==> src/rtl/param_digital_lock.sv <==
// param_digital_lock: sequence-code lock with N key switches and a programmable code.
// Switch levels pass through a synchroniser and edge detector. Each single rising edge
// is one key press and is matched against code_seq step by step. Repeated failures
// raise the alarm for a lockout period.
// Optional feature: define PARAM_LOCK_ENTRY_TIMEOUT_EN to abandon an entry that sits
// idle for ENTRY_TIMEOUT cycles. The abandoned entry counts as a failure.
module param_digital_lock #(
  parameter int NUM_SW         = 8,
  parameter int IDX_W          = 3,
  parameter int CODE_LEN       = 4,
  parameter int UNLOCK_CYCLES  = 10,
  parameter int MAX_FAILS      = 3,
  parameter int LOCKOUT_CYCLES = 50,
  parameter int ENTRY_TIMEOUT  = 20
) (
  input  logic                              clk,
  input  logic                              clear_n,
  input  logic [NUM_SW-1:0]                 sw,
  input  logic [CODE_LEN*IDX_W-1:0]         code_seq,
  input  logic                              relock,
  output logic                              locked,
  output logic                              alarm,
  output logic [$clog2(MAX_FAILS+1)-1:0]    fail_cnt,
  output logic [$clog2(CODE_LEN+1)-1:0]     progress,
  output logic [1:0]                        state_out
);

  localparam int FW  = $clog2(MAX_FAILS + 1);
  localparam int PW  = $clog2(CODE_LEN + 1);
  localparam int TMW = (UNLOCK_CYCLES > LOCKOUT_CYCLES) ? $clog2(UNLOCK_CYCLES + 1)
                                                        : $clog2(LOCKOUT_CYCLES + 1);

  // Parameter sanity: code indices must address every switch, and all counts must be non-zero.
  if (2**IDX_W < NUM_SW) begin : g_bad_idx_w
    $error("IDX_W too narrow for NUM_SW");
  end
  if (CODE_LEN < 1 || MAX_FAILS < 1 || UNLOCK_CYCLES < 1 ||
      LOCKOUT_CYCLES < 1 || ENTRY_TIMEOUT < 1) begin : g_bad_count
    $error("lock counts must be at least 1");
  end

  typedef enum logic [1:0] {IDLE = 2'd0, ENTRY = 2'd1, UNLOCKED = 2'd2, ALARM = 2'd3} state_t;

  state_t            state;
  logic [NUM_SW-1:0] sync_p0, sync_p1, hist_p2;
  logic [NUM_SW-1:0] rise;
  logic              any_rise, single_rise, step_match;
  logic [IDX_W-1:0]  rise_idx, step;
  logic              press_evt, good_evt, fail_evt, timeout_evt;
  logic [TMW-1:0]    timer;

`ifdef PARAM_LOCK_ENTRY_TIMEOUT_EN
  localparam int TOW = $clog2(ENTRY_TIMEOUT + 1);
  logic [TOW-1:0] idle_cnt;
`endif

  // Synchroniser and edge history; ones at reset so switches already high are not presses.
  always_ff @(posedge clk or negedge clear_n) begin
    if (!clear_n) begin
      sync_p0 <= '1;
      sync_p1 <= '1;
      hist_p2 <= '1;
    end else begin
      sync_p0 <= sw;
      sync_p1 <= sync_p0;
      hist_p2 <= sync_p1;
    end
  end

  // Stage p2: rising edges, press classification, and a live compare with the current code step.
  always_comb begin
    rise        = sync_p1 & ~hist_p2;
    any_rise    = |rise;
    single_rise = any_rise && ((rise & (rise - NUM_SW'(1))) == '0);
    rise_idx    = '0;
    for (int i = 0; i < NUM_SW; i++)
      if (rise[i]) rise_idx = IDX_W'(i);
    step = '0;
    for (int i = 0; i < CODE_LEN; i++)
      if (progress == PW'(i)) step = code_seq[i*IDX_W +: IDX_W];
    step_match  = single_rise && (int'(step) < NUM_SW) && (step == rise_idx);
    press_evt   = any_rise && !relock && (state == IDLE || state == ENTRY);
    good_evt    = press_evt && step_match;
`ifdef PARAM_LOCK_ENTRY_TIMEOUT_EN
    timeout_evt = (state == ENTRY) && !relock && !any_rise && (idle_cnt == TOW'(1));
`else
    timeout_evt = 1'b0;
`endif
    fail_evt    = (press_evt && !step_match) || timeout_evt;
  end

  // Lock FSM with registered outputs and a shared unlock/lockout timer.
  always_ff @(posedge clk or negedge clear_n) begin
    if (!clear_n) begin
      state    <= IDLE;
      locked   <= 1'b1;
      alarm    <= 1'b0;
      fail_cnt <= '0;
      progress <= '0;
      timer    <= '0;
`ifdef PARAM_LOCK_ENTRY_TIMEOUT_EN
      idle_cnt <= '0;
`endif
    end else if (fail_evt) begin
      progress <= '0;
      fail_cnt <= fail_cnt + 1'b1;
      if (fail_cnt == FW'(MAX_FAILS - 1)) begin
        state <= ALARM;
        alarm <= 1'b1;
        timer <= TMW'(LOCKOUT_CYCLES);
      end else begin
        state <= IDLE;
      end
    end else begin
      case (state)
        IDLE, ENTRY: begin
          if (relock) begin
            state    <= IDLE;
            progress <= '0;
          end else if (good_evt) begin
`ifdef PARAM_LOCK_ENTRY_TIMEOUT_EN
            idle_cnt <= TOW'(ENTRY_TIMEOUT);
`endif
            if (progress == PW'(CODE_LEN - 1)) begin
              state    <= UNLOCKED;
              locked   <= 1'b0;
              progress <= '0;
              fail_cnt <= '0;
              timer    <= TMW'(UNLOCK_CYCLES);
            end else begin
              state    <= ENTRY;
              progress <= progress + 1'b1;
            end
          end
`ifdef PARAM_LOCK_ENTRY_TIMEOUT_EN
          else if (state == ENTRY) begin
            idle_cnt <= idle_cnt - 1'b1;
          end
`endif
        end
        UNLOCKED: begin
          if (relock || timer == TMW'(1)) begin
            state  <= IDLE;
            locked <= 1'b1;
          end
          timer <= timer - 1'b1;
        end
        default: begin
          if (timer == TMW'(1)) begin
            state    <= IDLE;
            alarm    <= 1'b0;
            fail_cnt <= '0;
          end
          timer <= timer - 1'b1;
        end
      endcase
    end
  end

  assign state_out = state;

endmodule

==> config.mk <==
export PLATFORM = sky130hd
export DESIGN_NAME = param_digital_lock
export DESIGN_NICKNAME = d
export VERILOG_FILES = /design/src/rtl/param_digital_lock.sv
export SDC_FILE = /design/constraint.sdc
export NUM_CORES = 1
export LEC_CHECK = 0
export ABC_AREA = 1
export CAP_MARGIN = 0
export CORE_MARGIN = 8
export CORE_UTILIZATION = 57
export DETAILED_ROUTE_END_ITERATION = 6
export PLACE_DENSITY = 0.86
export SYNTH_ARGS = -nofsm -noshare
export SYNTH_HDL_FRONTEND = slang
export SYNTH_SLANG_ARGS = --single-unit
==> constraint.sdc <==
create_clock -name clk -period 4.95 [get_ports clk]
set_input_delay 0.495 -clock clk [delete_from_list [all_inputs] [get_ports clk]]
set_output_delay 0.495 -clock clk [all_outputs]
set_load 0.005 [all_outputs]
==> flow_metrics.py, run 1 <==
metrics = {
    "sta": {
        "slew_viol_final": 0,
        "worst-slew-pin-transition_ps": 807,
        "final-hold-violation-count": 0,
        "timing.final.setup_violations": 0,
        "minimum_clock_period_after_layout_ps": 2310,
        "timing.fmax_mhz": 433,
        "timing.clock.skew_ps": 13.2,
        "worst_hold_slack_ps": 230,
        "rsz_0062_raised_after_global_routing": "false",
        "layout_worst_path_cycle_share": 0.466,
        "maxSlewHeadroom": 0.462,
        "setup-tns-final_ps": 0,
    },
    "worst_setup_path": {
        "worst_path_most_repeated_cell": "nand2_1",
        "cp_num_buf_inv": 2,
        "critical_path_required_ps": 5190,
        "path_cells": "inv_1 -> ha_1 -> inv_1 -> nor2_1 -> nand3_1 -> nand3_1 -> nand2_1 -> nand2_1 -> nand2_1 -> nand2_1 -> nor2_1 -> nand3_2 -> nand2_2 -> nand2_1 -> nand3_2 -> nand2_1 -> nand2_1",
        "crit_fanout": 12,
        "worst_r2r_startpoint": "progress[0]",
        "arrival_ps": 2550,
        "critical_path_class": "flop to flop",
        "setup.reg_to_reg.worst_slack_ps": 2640,
        "crit_slowest_cell": "dfrtp_1",
        "crit_family": "simple AND/OR/NAND/NOR gates",
        "rr_endpoint": "timer[0]",
        "worst_setup_path_start_kind": "flop",
        "ff2ff_path_depth": 17,
        "worst_setup_ep_type": "flop",
        "max_stage_delay_ps": 430,
    },
    "global_route": {
        "initial_antenna_violation_count": 0,
        "largest_net_degree_at_the_start_of_global_routing": 40,
        "first_global_vias": 1608,
        "global_route.usage.total": 0.159,
        "grt_overflow_total": 0,
        "grt_first_pass_wirelength_um": 6860,
    },
    "power_and_ir_drop": {
        "peak_ir_drop_on_the_vdd_network_uv": 274,
        "switchingPower_mw": 0.414,
        "power.density_cell_area_nw_per_um2": 436,
        "share_seq_of_total_power": 0.424,
        "power.share.clock": 0.154,
        "pwr-share-comb": 0.421,
        "power_leakage_nw": 1.23,
        "p_int_mw": 0.624,
        "proportion_of_total_power_due_to_net_switching": 0.399,
    },
    "drt": {
        "detailedRoute.firstPassIterationCount": 5,
        "drt-vias-per-instance": 5.04,
        "detailroute.via_count": 1684,
        "postRouteAntennaNets": 0,
        "routedWlPerCell_um": 11.9,
        "detail_route.wirelength_um": 3990,
        "dr.first_iter.drc_count": 103,
        "route.detailed.drc": 0,
    },
    "job": {
        "maxCapViolations": 0,
    },
    "floorplanning": {
        "die_w_um": 75.0,
        "total_die_area_um2": 5630,
        "rows": 21,
        "dieHeight_um": 75.0,
        "top_level_ports": 32,
        "initial_utilization": 0.595,
        "core_region_area_um2": 3340,
    },
    "synthesis": {
        "syn-instance-count": 251,
        "ys_seq_elements": 39,
        "ys_warn_count": 0,
        "syn_area_um2": 1990,
        "synth_largest_type_area_fraction": 0.331,
        "ys_top_cells_by_area": "dfstp_2 (33%), dfrtp_1 (18%), nand2_1 (15%)",
        "synthesis.area_per_instance_um2": 7.91,
        "post_synth_num_cell_types": 21,
        "post-synth-top-area-cell": "dfstp_2",
        "sequential_area_share_after_synthesis": 0.507,
        "synthesis.nets": 281,
    },
    "clock_tree": {
        "h-tree-depth": 2,
        "cts_hold_buffers": 0,
        "clkSinkCount": 39,
        "post_cts_clock_slew_at_the_launch_and_capture_registers_of_the_worst_setup_and_hold_paths_ps": 120,
        "cts_tree": "built",
        "cts_resized": 0,
        "clock-root-buffer": "clkbuf_4",
        "cts_inserted_buffers": 5,
        "source_to_sink_clock_delay_at_the_later_pin_of_the_worst_skew_pair_ps": 350,
        "cts-root-to-sink-buffers": 2,
        "cts.repair_timing.setup_buffer_count": 0,
    },
    "outcome": {
        "outcome": "complete, no violations",
    },
    "final_layout": {
        "area_growth_pct": 19.8,
        "final_common_cell": "nand2_1",
        "final_cell_area_um2": 2380,
        "final_cell_mix": "nand2_1 (80), inv_1 (43), clkdlybuf4s50_1 (30), dfstp_2 (25)",
        "final_nets": 317,
        "drive_above_1_share": 0.135,
        "antenna-diode-count": 0,
        "layoutNonFillerInstCount": 334,
        "final_util": 0.713,
        "layout.filler_cells": 296,
    },
    "placement": {
        "dpl.hpwl_um": 3050,
        "placed_cell_area_um2": 2320,
        "place.detailed.instances": 326,
        "port_buffer_count": 31,
        "place.gp.congestion": 0.903,
    },
    "hold_path": {
        "worstHoldPathType": "input pin to asynchronous set/reset pin",
    },
}
==> metal layers <==
metal | track usage | routed length [µm] | vias to the layer above
li1 | - | - | 855
met1 | 0.182 | 1750 | 771
met2 | 0.266 | 1890 | 52
met3 | 0.0506 | 289 | 6
met4 | 0.0652 | 57 | 0
met5 | 0 | 0 | -
==> power by group through the flow <==
stage	sequential, mW	combinational [mW]	clock (mW)
after floorplan	0.431	0.306	0
after global placement	0.443	0.420	0
after detailed placement	0.446	0.435	0
after CTS	0.440	0.439	0.168
after global routing	0.451	0.504	0.181
final	0.440	0.437	0.160
==> flip-flops by register name, summed over array words and instances, names as in the netlist <==
register,count
fail_cnt,2
progress,3
alarm,1
sync_p1,8
timer,6
locked,1
sync_p0,8
hist_p2,8
state_out,2
==> cell type report <==
cell class	count	area, µm²	share of cell area
flip-flops and latches	39	1010	0.423
multi-input cells	166	788	0.331
repair buffers	31	305	0.128
inverters	44	165	0.0694
well taps	46	57.6	0.0242
clock buffers	5	37.5	0.0158
clock inverters	3	17.5	0.00736
==> cells by family after synthesis <==
group | count (synthesis) | synth area share
AND/OR/NAND/NOR | 140 | 0.304
buffers and inverters | 46 | 0.0958
flip-flops | 39 | 0.507
AO/OA/AOI/OAI | 19 | 0.0491
adder cells (fa/ha/maj) | 7 | 0.0441
==> synth_stat cells <==
cell and instances:
nand3_1 22, nand2_1 80, nand2_2 1, o21ai_1 2
inv_1 43, inv_2 1, nand2_4 1, and3_1 1
or2_1 1, a21oi_1 5, clkbuf_8 1, buf_6 1
o21a_1 1, nor3_1 2, nor2_1 22, ha_1 7
nand4_1 8, o21ai_0 11, nand3_2 2, dfstp_2 25
dfrtp_1 14
==> per-stage QoR <==
stage                     power [mW]  setup slack (ps)
after detailed placement       0.881              2540
after CTS                       1.05              2640
after floorplan                0.737              3040
final                           1.04              2640
after global routing            1.14              2330
after global placement         0.863              2660
==> worst max-delay path by stage <==
stage	startpoint	end	slack, ps	depth (start not counted)
2_1_floorplan	progress[0]	timer[4]	3040	15
3_3_place_gp	code_seq[1]	timer[4]	2660	16
3_5_place_dp	code_seq[1]	timer[4]	2540	16
4_1_cts	progress[1]	timer[4]	2640	17
5_1_grt	progress[1]	timer[2]	2330	17
6_report	progress[0]	timer[0]	2640	17
(Power assumes the default switching activity.)
==> run 2: changes to the inputs <==
- CORE_UTILIZATION: 57 -> 48
- PLACE_DENSITY: 0.86 -> 0.78
- clock period: 4.95 -> 2.1 ns (I/O delays scaled with it)
==> run 2 against run 1 <==
Against the previous run: the run now ends with setup timing left; final cell count is 3.9% higher; sequential cell count stayed put; first-iteration DRC count is 30% lower; cell area is 13% higher; sequential power is 140% higher; critical endpoint is now progress[0].
==> flow_metrics.py, run 2 (synthesis gave the netlist of run 1 again) <==
metrics = {
    "final_layout": {
        "final_common_cell": "nand2_1",
        "register_area_um2": 1010,
        "final_cell_area_um2": 2690,
        "final_cell_mix": "nand2_1 (71), inv_1 (38), clkdlybuf4s50_1 (30), dfstp_2 (25), nor2_1 (17)",
        "final_util": 0.673,
        "multi_input_logic_area_um2": 972,
        "drive_above_1_share": 0.269,
        "final_nets": 326,
        "antenna-diode-count": 0,
        "layout.filler_cells": 312,
        "biggestRegsByFlops": "hist_p2 (8), sync_p0 (8), sync_p1 (8)",
        "area_growth_pct": 35.6,
        "layoutNonFillerInstCount": 347,
    },
    "global_route": {
        "initial_antenna_violation_count": 0,
        "largest_net_degree_at_the_start_of_global_routing": 40,
        "globalRouteMet1Util": 0.152,
        "grt_overflow_total": 0,
        "layer_carrying_the_most_global_route_usage": "met2",
        "global_route.usage.total": 0.134,
        "first_global_vias": 1516,
        "grt.met2_usage": 0.217,
        "grt_use_met3": 0.0525,
        "grt_first_pass_wirelength_um": 6690,
    },
    "clock_tree": {
        "cts_hold_buffers": 0,
        "clock-root-buffer": "clkbuf_8",
        "h-tree-depth": 2,
        "source_to_sink_clock_delay_at_the_later_pin_of_the_worst_skew_pair_ps": 290,
        "cts-root-to-sink-buffers": 2,
        "post_cts_clock_slew_at_the_launch_and_capture_registers_of_the_worst_setup_and_hold_paths_ps": 80,
        "cts_tree": "built",
        "cts_inserted_buffers": 5,
        "clkSinkCount": 39,
    },
    "floorplanning": {
        "total_die_area_um2": 6450,
        "core_region_area_um2": 4000,
        "initial_utilization": 0.496,
        "top_level_ports": 32,
        "die_w_um": 80.3,
        "dieHeight_um": 80.3,
        "rows": 23,
    },
    "sta": {
        "final-hold-violation-count": 0,
        "layout_worst_path_cycle_share": 1.02,
        "slew_viol_final": 0,
        "rsz_0062_raised_after_global_routing": "true",
        "timing.fmax_mhz": 465,
        "timing.clock.skew_ps": 6.13,
        "worst-slew-pin-transition_ps": 835,
        "maxSlewHeadroom": 0.443,
        "timing.final.setup_violations": 10,
        "post-route-worst-setup-slack_ps": -48.7,
        "minimum_clock_period_after_layout_ps": 2150,
    },
    "worst_setup_path": {
        "critical_path_class": "flop to flop",
        "critical_path_required_ps": 2320,
        "crit_fanout": 8,
        "worst_setup_ep_type": "flop",
        "worst_setup_path_start_kind": "flop",
        "arrival_ps": 2370,
    },
    "power_and_ir_drop": {
        "peak_ir_drop_on_the_vdd_network_uv": 545,
        "power.density_cell_area_nw_per_um2": 1120,
        "power_leakage_nw": 1.31,
    },
    "outcome": {
        "outcome": "complete, but fails checks",
        "failed_checks": "setup timing",
    },
    "placement": {
        "place.detailed.instances": 337,
        "dpl.hpwl_um": 3000,
        "place.gp.congestion": 0.838,
        "placed_cell_area_um2": 2380,
        "port_buffer_count": 31,
    },
    "drt": {
        "drt-vias-per-instance": 5.01,
        "detailroute.via_count": 1737,
        "detail_route.wirelength_um": 4550,
        "postRouteAntennaNets": 0,
        "route.detailed.drc": 0,
        "routedWlPerCell_um": 13.1,
        "detailedRoute.firstPassIterationCount": 4,
        "dr.first_iter.drc_count": 72,
    },
    "hold_path": {
        "worstHoldPathType": "input pin to asynchronous set/reset pin",
    },
    "job": {
        "maxCapViolations": 0,
    },
}
run 2: cell count changes in the layout (fill, tap and decap cells not counted), moves of 5 or more:
cell | previous run | this run
o21ai_1 | 2 | 7
nor2_1 | 22 | 17
clkbuf_8 | 0 | 6
clkbuf_4 | 5 | 0
o21ai_0 | 11 | 6
buf_4 | 0 | 6
inv_1 | 43 | 38
nand2_1 | 80 | 71
nand2_2 | 1 | 8
nand3_1 | 22 | 14
run 2: path summary, 6_finish.rpt:
check                           slack (ps)     endpoint  cells after the start         from
worst max-delay path                   -50  progress[0]                     15  progress[1]
worst min-delay path                    20  fail_cnt[0]                      1      clear_n
worst max register to register         -50  progress[0]                     15  progress[1]
worst min register to register         350   sync_p1[0]                      0   sync_p0[0]
max in group asynchronous             1510  progress[0]                      1      clear_n
min in group clk                       320   sync_p0[6]                      1        sw[6]
run 2: where the power goes:
| group | switching, mW | leakage, nW | total (mW) | internal (mW) |
|---|---|---|---|---|
| clock network | 0.268 | 0.0517 | 0.537 | 0.269 |
| registers | 0.131 | 0.439 | 1.04 | 0.914 |
| logic | 0.811 | 0.819 | 1.43 | 0.619 |
| total | 1.21 | 1.31 | 3.01 | 1.80 |
run 2: routing by layer:
metal  part of all wire  vias up
met5                  0        -
li1                   -      870
met3              0.072       10
met1               0.44      809
met4              0.024        0
met2               0.47       48
run 2: cell type report:
| cell class | count | area share |
|---|---|---|
| repair buffers | 40 | 0.143 |
| multi-input cells | 166 | 0.361 |
| clock buffers | 6 | 0.0307 |
| clock inverters | 2 | 0.00558 |
| well taps | 50 | 0.0232 |
| flip-flops and latches | 39 | 0.375 |
| inverters | 44 | 0.0623 |
run 2: critical path: stages (launching register included):
cell     delay [ps]
dfrtp_1         450
inv_2           140
ha_4            140
inv_2            40
nor2_4          130
nand3_2          80
nand3_1          80
nand2_1          70
nand3_1          60
nand2_1          70
nor2_2          180
nand3_4         160
nand2_8         160
buf_6           120
nand4_1         100
o21ai_1         110
run 2: repair_timing:
action,CTS,global route
pin swaps,0,18
setup buffers,0,2
gates resized for setup,6,48
setup endpoints to repair,8,15
run 2: per-stage QoR:
stage	total power [mW]	setup slack, ps	hold WS [ps]	setup TNS (ps)
6_report	3.01	-48.7	17.2	-282
5_1_grt	3.24	-221	67.6	-2600
4_1_cts	2.69	7.64	34.9	0
3_5_place_dp	2.12	-37.3	347	-199
3_3_place_gp	2.09	17.3	346	0
2_1_floorplan	1.74	191	-85.6	0
